### src/rtl/cpu_pkg.sv
// rtl/cpu_pkg.sv - shared fetch/decode types, field positions and opcode constants
package cpu_pkg;

  typedef enum logic [1:0] {
    S_IDLE = 2'd0,
    S_REQ  = 2'd1,
    S_FULL = 2'd2,
    S_KILL = 2'd3
  } fetch_state_t;

  // Next-PC source chosen by the fetch FSM each cycle
  typedef enum logic [1:0] {
    PC_HOLD     = 2'd0,
    PC_INC      = 2'd1,
    PC_REDIRECT = 2'd2,
    PC_PENDING  = 2'd3
  } pc_sel_t;

  localparam int OP_MSB     = 31;
  localparam int OP_LSB     = 27;
  localparam int WORD_BYTES = 4;

  localparam logic [4:0] OP_J    = 5'b00000;
  localparam logic [4:0] OP_JAL  = 5'b00111;
  localparam logic [4:0] OP_ADDI = 5'b11000;
  localparam logic [4:0] OP_BEQ  = 5'b11100;

endpackage

### src/rtl/pc_reg.sv
// rtl/pc_reg.sv - PC and pending-redirect registers with alignment and misalign flag
module pc_reg
  import cpu_pkg::*;
#(
  parameter int unsigned       WIDTH    = 32,
  parameter logic [WIDTH-1:0]  RESET_PC = '0,
  parameter int unsigned       PC_STEP  = WORD_BYTES
) (
  input  logic             clk,
  input  logic             reset_n,
  input  pc_sel_t          i_sel,
  input  logic             i_pend_load,
  input  logic             i_redirect_valid,
  input  logic [WIDTH-1:0] i_redirect_pc,
  output logic [WIDTH-1:0] o_pc,
  output logic             o_misalign_err
);

  logic [WIDTH-1:0] r_pc;
  logic [WIDTH-1:0] r_pend_pc;
  logic             r_misalign_err;
  logic [WIDTH-1:0] w_redirect_aligned;
  logic [WIDTH-1:0] w_pc_nxt;

  // Targets are always word-aligned; the dropped bits only raise the flag
  assign w_redirect_aligned = {i_redirect_pc[WIDTH-1:2], 2'b00};

  // Next-PC mux; increment wraps naturally at 2^WIDTH
  always_comb begin
    w_pc_nxt = r_pc;
    case (i_sel)
      PC_HOLD:     w_pc_nxt = r_pc;
      PC_INC:      w_pc_nxt = r_pc + WIDTH'(PC_STEP);
      PC_REDIRECT: w_pc_nxt = w_redirect_aligned;
      PC_PENDING:  w_pc_nxt = r_pend_pc;
      default:     w_pc_nxt = r_pc;
    endcase
  end

  // PC, pending target and sticky misalign flag
  always_ff @(posedge clk or negedge reset_n) begin
    if (!reset_n) begin
      r_pc           <= RESET_PC;
      r_pend_pc      <= RESET_PC;
      r_misalign_err <= 1'b0;
    end else begin
      r_pc <= w_pc_nxt;
      if (i_pend_load) begin
        r_pend_pc <= w_redirect_aligned;
      end
      if (i_redirect_valid && (i_redirect_pc[1:0] != 2'b00)) begin
        r_misalign_err <= 1'b1;
      end
    end
  end

  assign o_pc           = r_pc;
  assign o_misalign_err = r_misalign_err;

endmodule

### src/rtl/fetch_unit.sv
// rtl/fetch_unit.sv - instruction fetch FSM with redirect squash and instruction register
module fetch_unit
  import cpu_pkg::*;
#(
  parameter int unsigned      WIDTH    = 32,
  parameter logic [WIDTH-1:0] RESET_PC = 32'h0000_0000,
  parameter int unsigned      PC_STEP  = 4
) (
  input  logic             clk,
  input  logic             reset_n,
  output logic             imem_req,
  output logic [WIDTH-1:0] imem_addr,
  input  logic             imem_ack,
  input  logic [WIDTH-1:0] imem_rdata,
  output logic             instr_valid,
  input  logic             dec_ready,
  output logic [WIDTH-1:0] instr,
  output logic [4:0]       op,
  output logic [WIDTH-1:0] pc,
  output logic [WIDTH-1:0] pc_plus,
  input  logic             redirect_valid,
  input  logic [WIDTH-1:0] redirect_pc,
  output logic             misalign_err
);

  fetch_state_t     r_state;
  fetch_state_t     w_state_nxt;
  logic [WIDTH-1:0] r_instr;
  pc_sel_t          w_pc_sel;
  logic             w_pend_load;
  logic             w_instr_load;
  logic             w_req;
  logic             w_valid;
  logic [WIDTH-1:0] w_pc;

  pc_reg #(
    .WIDTH    (WIDTH),
    .RESET_PC (RESET_PC),
    .PC_STEP  (PC_STEP)
  ) u_pc_reg (
    .clk              (clk),
    .reset_n          (reset_n),
    .i_sel            (w_pc_sel),
    .i_pend_load      (w_pend_load),
    .i_redirect_valid (redirect_valid),
    .i_redirect_pc    (redirect_pc),
    .o_pc             (w_pc),
    .o_misalign_err   (misalign_err)
  );

  // State register
  always_ff @(posedge clk or negedge reset_n) begin
    if (!reset_n) begin
      r_state <= S_IDLE;
    end else begin
      r_state <= w_state_nxt;
    end
  end

  // Next state; redirect outranks ack and dec_ready everywhere
  always_comb begin
    w_state_nxt = r_state;
    case (r_state)
      S_IDLE: w_state_nxt = S_REQ;
      S_REQ: begin
        if (redirect_valid) begin
          w_state_nxt = imem_ack ? S_REQ : S_KILL;
        end else if (imem_ack) begin
          w_state_nxt = S_FULL;
        end
      end
      S_FULL: begin
        if (redirect_valid || dec_ready) begin
          w_state_nxt = S_REQ;
        end
      end
      S_KILL: begin
        if (imem_ack) begin
          w_state_nxt = S_REQ;
        end
      end
      default: w_state_nxt = S_IDLE;
    endcase
  end

  // Per-state outputs and PC / instruction register controls
  always_comb begin
    w_pc_sel     = PC_HOLD;
    w_pend_load  = 1'b0;
    w_instr_load = 1'b0;
    w_req        = 1'b0;
    w_valid      = 1'b0;
    case (r_state)
      S_IDLE: begin
        if (redirect_valid) w_pc_sel = PC_REDIRECT;
      end
      S_REQ: begin
        w_req = 1'b1;
        if (redirect_valid) begin
          // Same-cycle ack means nothing stays in flight, so no kill needed
          if (imem_ack) w_pc_sel = PC_REDIRECT;
          else          w_pend_load = 1'b1;
        end else if (imem_ack) begin
          w_instr_load = 1'b1;
        end
      end
      S_FULL: begin
        w_valid = 1'b1;
        if (redirect_valid)  w_pc_sel = PC_REDIRECT;
        else if (dec_ready)  w_pc_sel = PC_INC;
      end
      S_KILL: begin
        // Address stays on the old PC until the stale response drains
        w_req = 1'b1;
        if (imem_ack) begin
          w_pc_sel = redirect_valid ? PC_REDIRECT : PC_PENDING;
        end else if (redirect_valid) begin
          w_pend_load = 1'b1;
        end
      end
      default: ;
    endcase
  end

  // Instruction register, loaded only by a non-squashed response
  always_ff @(posedge clk or negedge reset_n) begin
    if (!reset_n) begin
      r_instr <= '0;
    end else if (w_instr_load) begin
      r_instr <= imem_rdata;
    end
  end

  assign imem_req    = w_req;
  assign imem_addr   = w_pc;
  assign instr_valid = w_valid;
  assign instr       = r_instr;
  assign op          = r_instr[OP_MSB:OP_LSB];
  assign pc          = w_pc;
  assign pc_plus     = w_pc + WIDTH'(PC_STEP);

endmodule
### config.mk
export PLATFORM = sky130hd
export DESIGN_NAME = fetch_unit
export DESIGN_NICKNAME = d
export VERILOG_FILES = /design/src/rtl/cpu_pkg.sv /design/src/rtl/pc_reg.sv /design/src/rtl/fetch_unit.sv
export SDC_FILE = /design/constraint.sdc
export NUM_CORES = 1
export LEC_CHECK = 0
export ABC_AREA = 1
export BUFFER_PORTS_ARGS = -buffer_cell sky130_fd_sc_hd__buf_2
export CORE_AREA = 2 2 104 106
export CTS_BUF_LIST = sky130_fd_sc_hd__clkbuf_16
export CTS_CLUSTER_DIAMETER = 100
export DETAILED_ROUTE_END_ITERATION = 8
export DIE_AREA = 0 0 106 108
export PLACE_DENSITY = 0.85
export SYNTH_ARGS = -nofsm -noshare
export SYNTH_HDL_FRONTEND = slang
export SYNTH_SLANG_ARGS = --single-unit
export TNS_END_PERCENT = 30
### constraint.sdc
create_clock -name clk -period 4.4 [get_ports clk]
set_input_delay 0.88 -clock clk [delete_from_list [all_inputs] [get_ports clk]]
set_output_delay 0.88 -clock clk [all_outputs]
set_load 0.01 [all_outputs]
==> reports/qor.txt <==
Post-Route WL = 14.2 mm
CTS Buf Count = 9
Top cell type by total area after synthesis = dfrtp_1
Gate power share = 45.6%
DRC = 0
Max Root-Sink Buffers = 2
Max Fanout on Critical Path = 7
Prevailing post-synth register cell = dfrtp_1
Data required, critical path = 3.52 ns
Peak VDD IR = 361 µV
Final Cycle Share = 66.6%
Mapped Area = 5400 µm²
Count leader, synth = nand2_1
Worst EP arrival = 2.05 ns
Clk pwr share = 19.6%
Clock latency on the worst-skew pair = 0.34 ns
I/O Buffers = 198
Core area = 10,200 µm²
HP Class = register to register
Avg Cell Area, Syn = 8.35 µm²
PwrDens = 703 nW/µm²
Gp weighted congestion = 0.906
Htree depth = 3
Critical path class = register to primary output
Share of cells above drive strength 1 = 36.5%
Register area share after synthesis = 44.0%
Inst Count DP = 926
Fmax achieved = 341 MHz
P_sw = 1.97 mW
Reg clk slew, reported paths = 0.07 ns
Area share of the largest cell type after synthesis = 44.0%
First-pass GRT wire length = 23.2 mm
Yosys Warn Count = 0
ANT nets after route = 0
Min Clock Period, post-route = 2.93 ns
Most used cell, CP = nand2_1
Clk_skew = 0.00863 ns
Pin count of the biggest net entering global routing = 79
Crit. End Element = primary output
DR vias = 4,900
Crit-path slowest cell = dfrtp_1
Seq pwr share = 34.8%
Dominant cells by area after synthesis = dfrtp_1 (44%), nand2_1 (11%), mux2_2 (9.0%)
Die height = 108 µm
Worst-Margin Slew = 1.01 ns
Die ar. = 11,400 µm²
Synth async-reset ratio = 100%
Max transition margin = 32.5%
Vias in the first global route = 4,663
Total gr overflow = 0
First-pass iteration count of the detailed router = 5
EDFF count, synth = 0
Final slew viol count = 0
Initial antenna violation count = 3
Postcts setup bufs = 0
Fill cells = 852
Setup TNS = 0 ns
DP HPWL = 10.6 mm
Root Buffer = clkbuf_16
Initial drt markers = 323
Status = finished, final reports clean
Final instance count without filler cells = 943
Max_cap viols = 0
CTS Hold Bufs = 0
Total track usage = 25.9%
Critical-path cell list = ha_1, nand2_1, nor2_1, nand2_1, nor2_2, nand3_1, and2_1, buf_2
CTS sink count = 95
Static Leakage = 3.35 nW
Vias/cell = 5.20
Setup Viol. Count Final = 0
Startpoint Class = register
IO Pins = 205
Std-Cell Rows = 37
Sw Ratio = 42.8%
CTS-repair resized insts = 0
Syn Inst Count = 647
CTS tree = yes
RSZ-0062 raised after global routing = false
Drt wl/cell = 15.0 µm
Internal power = 2.63 mW
Slowest Stage Delay on Critical Path = 0.49 ns
Fin nets = 871
#FFs+latches synth = 95
Post-synth top cells = nand2_1 (163), dfrtp_1 (95), nor2_1 (66)
Number of hold violations in the final report = 0
Netlist cell types = 39
Starting Density = 52.8%
P&R area growth vs syn = 20.9%
Width of the die = 106 µm
[cells in the final DEF, fill, tap and decap left out, drive strengths merged]
cell type and count:
o211ai 4, clkinv 4, mux2 44, a21oi 34, conb 6, nand2 169, o21ai 34, nor2 80
a31oi 6, a22oi 8, nand3 24, nor4 1, o21bai 1, clkbuf 9, a21boi 2, diode 1
bufinv 3, xor2 8, or2 3, buf 202, inv 53, o22ai 1, xnor2 3, nand4 1
ha 1, nor3 2, and2 8, dfrtp 95
[cell type report]
type | count | area (µm²) | share of cell area, %
Multi-Input combinational cell | 440 | 2420 | 37.0
Sequential cell | 95 | 2380 | 36.4
Timing Repair Buffer | 202 | 1020 | 15.7
Clock buffer | 9 | 225 | 3.45
Inverter | 53 | 199 | 3.04
Tap cell | 136 | 170 | 2.60
Clock inverter | 7 | 120 | 1.84
Antenna cell | 1 | 2.50 | 0.0383
[final timing paths]
kind	from	end	slack (ns)	cells past startpoint
max	u_pc_reg.o_pc[2]$_DFFE_PN0P_	pc_plus[20]	1.47	8
min	u_pc_reg.o_misalign_err$_DFFE_PN0P_	u_pc_reg.o_misalign_err$_DFFE_PN0P_	0.48	1
max reg2reg	r_state[0]$_DFFE_PN0P_	u_pc_reg.o_pc[5]$_DFFE_PN0P_	1.92	6
min reg2reg	u_pc_reg.o_misalign_err$_DFFE_PN0P_	u_pc_reg.o_misalign_err$_DFFE_PN0P_	0.48	1
max in group asynchronous	reset_n	u_pc_reg.r_pend_pc[4]$_DFFE_PN0P_	2.84	2
min in group asynchronous	reset_n	u_pc_reg.o_pc[23]$_DFFE_PN0P_	0.70	1
[routing by layer]
metal / track usage (%) / vias up / part of all wire (%)
met3: 7.05 / 30 / 10
met5: 0 / - / 0.19
met4: 10.1 / 4 / 2.4
met1: 33.6 / 2239 / 41
met2: 41.7 / 287 / 46
li1: - / 2340 / -
[kinds of logic (layout without fill, tap and decap cells)]
kind of cell	Yosys count	in the layout	synth area share (%)
AOI/OAI and AO/OA	90	90	9.45
xor gates and xnor gates	11	11	2.48
adders and majority gates	1	1	0.231
buffers and inverters	117	271	11.6
DFF	95	95	44.0
muxes	44	44	9.17
other	1	7	0.0694
and+or+nand+nor	288	288	23.0
[flip-flops by register name, indices dropped and copies added, names as in the netlist]
signal and cells:
instr 32, u_pc_reg.o_pc 30, u_pc_reg.r_pend_pc 30, r_state 2, u_pc_reg.o_misalign_err 1
[critical path: cells and delay by family (launching register included)]
kind / cells / cell delay, ns
and+or+nand+nor: 6 / 0.81
DFF: 1 / 0.49
buffers and inverters: 1 / 0.14
adders and majority gates: 1 / 0.26
[power by group through the flow]
stage	combinational (mW)	sequential [mW]	clock [mW]
after global placement	2.05	1.58	0
after floorplan	1.36	1.64	0
after detailed placement	2.09	1.60	0
after CTS	2.10	1.59	0.915
final	2.10	1.60	0.901
after global routing	2.32	1.65	0.953
[metrics by stage]
| step | worst slack (ns) | power [mW] | utilization [%] | hold WS [ns] | instance area (µm²) |
|---|---|---|---|---|---|
| after global placement | 1.59 | 3.63 | 60.5 | 0.458 | 6190 |
| after CTS | 1.47 | 4.61 | 63.8 | 0.483 | 6530 |
| after global routing | 1.31 | 4.92 | 63.8 | 0.513 | 6530 |
| final | 1.47 | 4.60 | 63.9 | 0.479 | 6530 |
| after detailed placement | 1.54 | 3.69 | 60.5 | 0.465 | 6190 |
| after floorplan | 2.15 | 3.01 | - | 0.453 | 5420 |
Note: power is estimated with default switching activity, not from simulation.
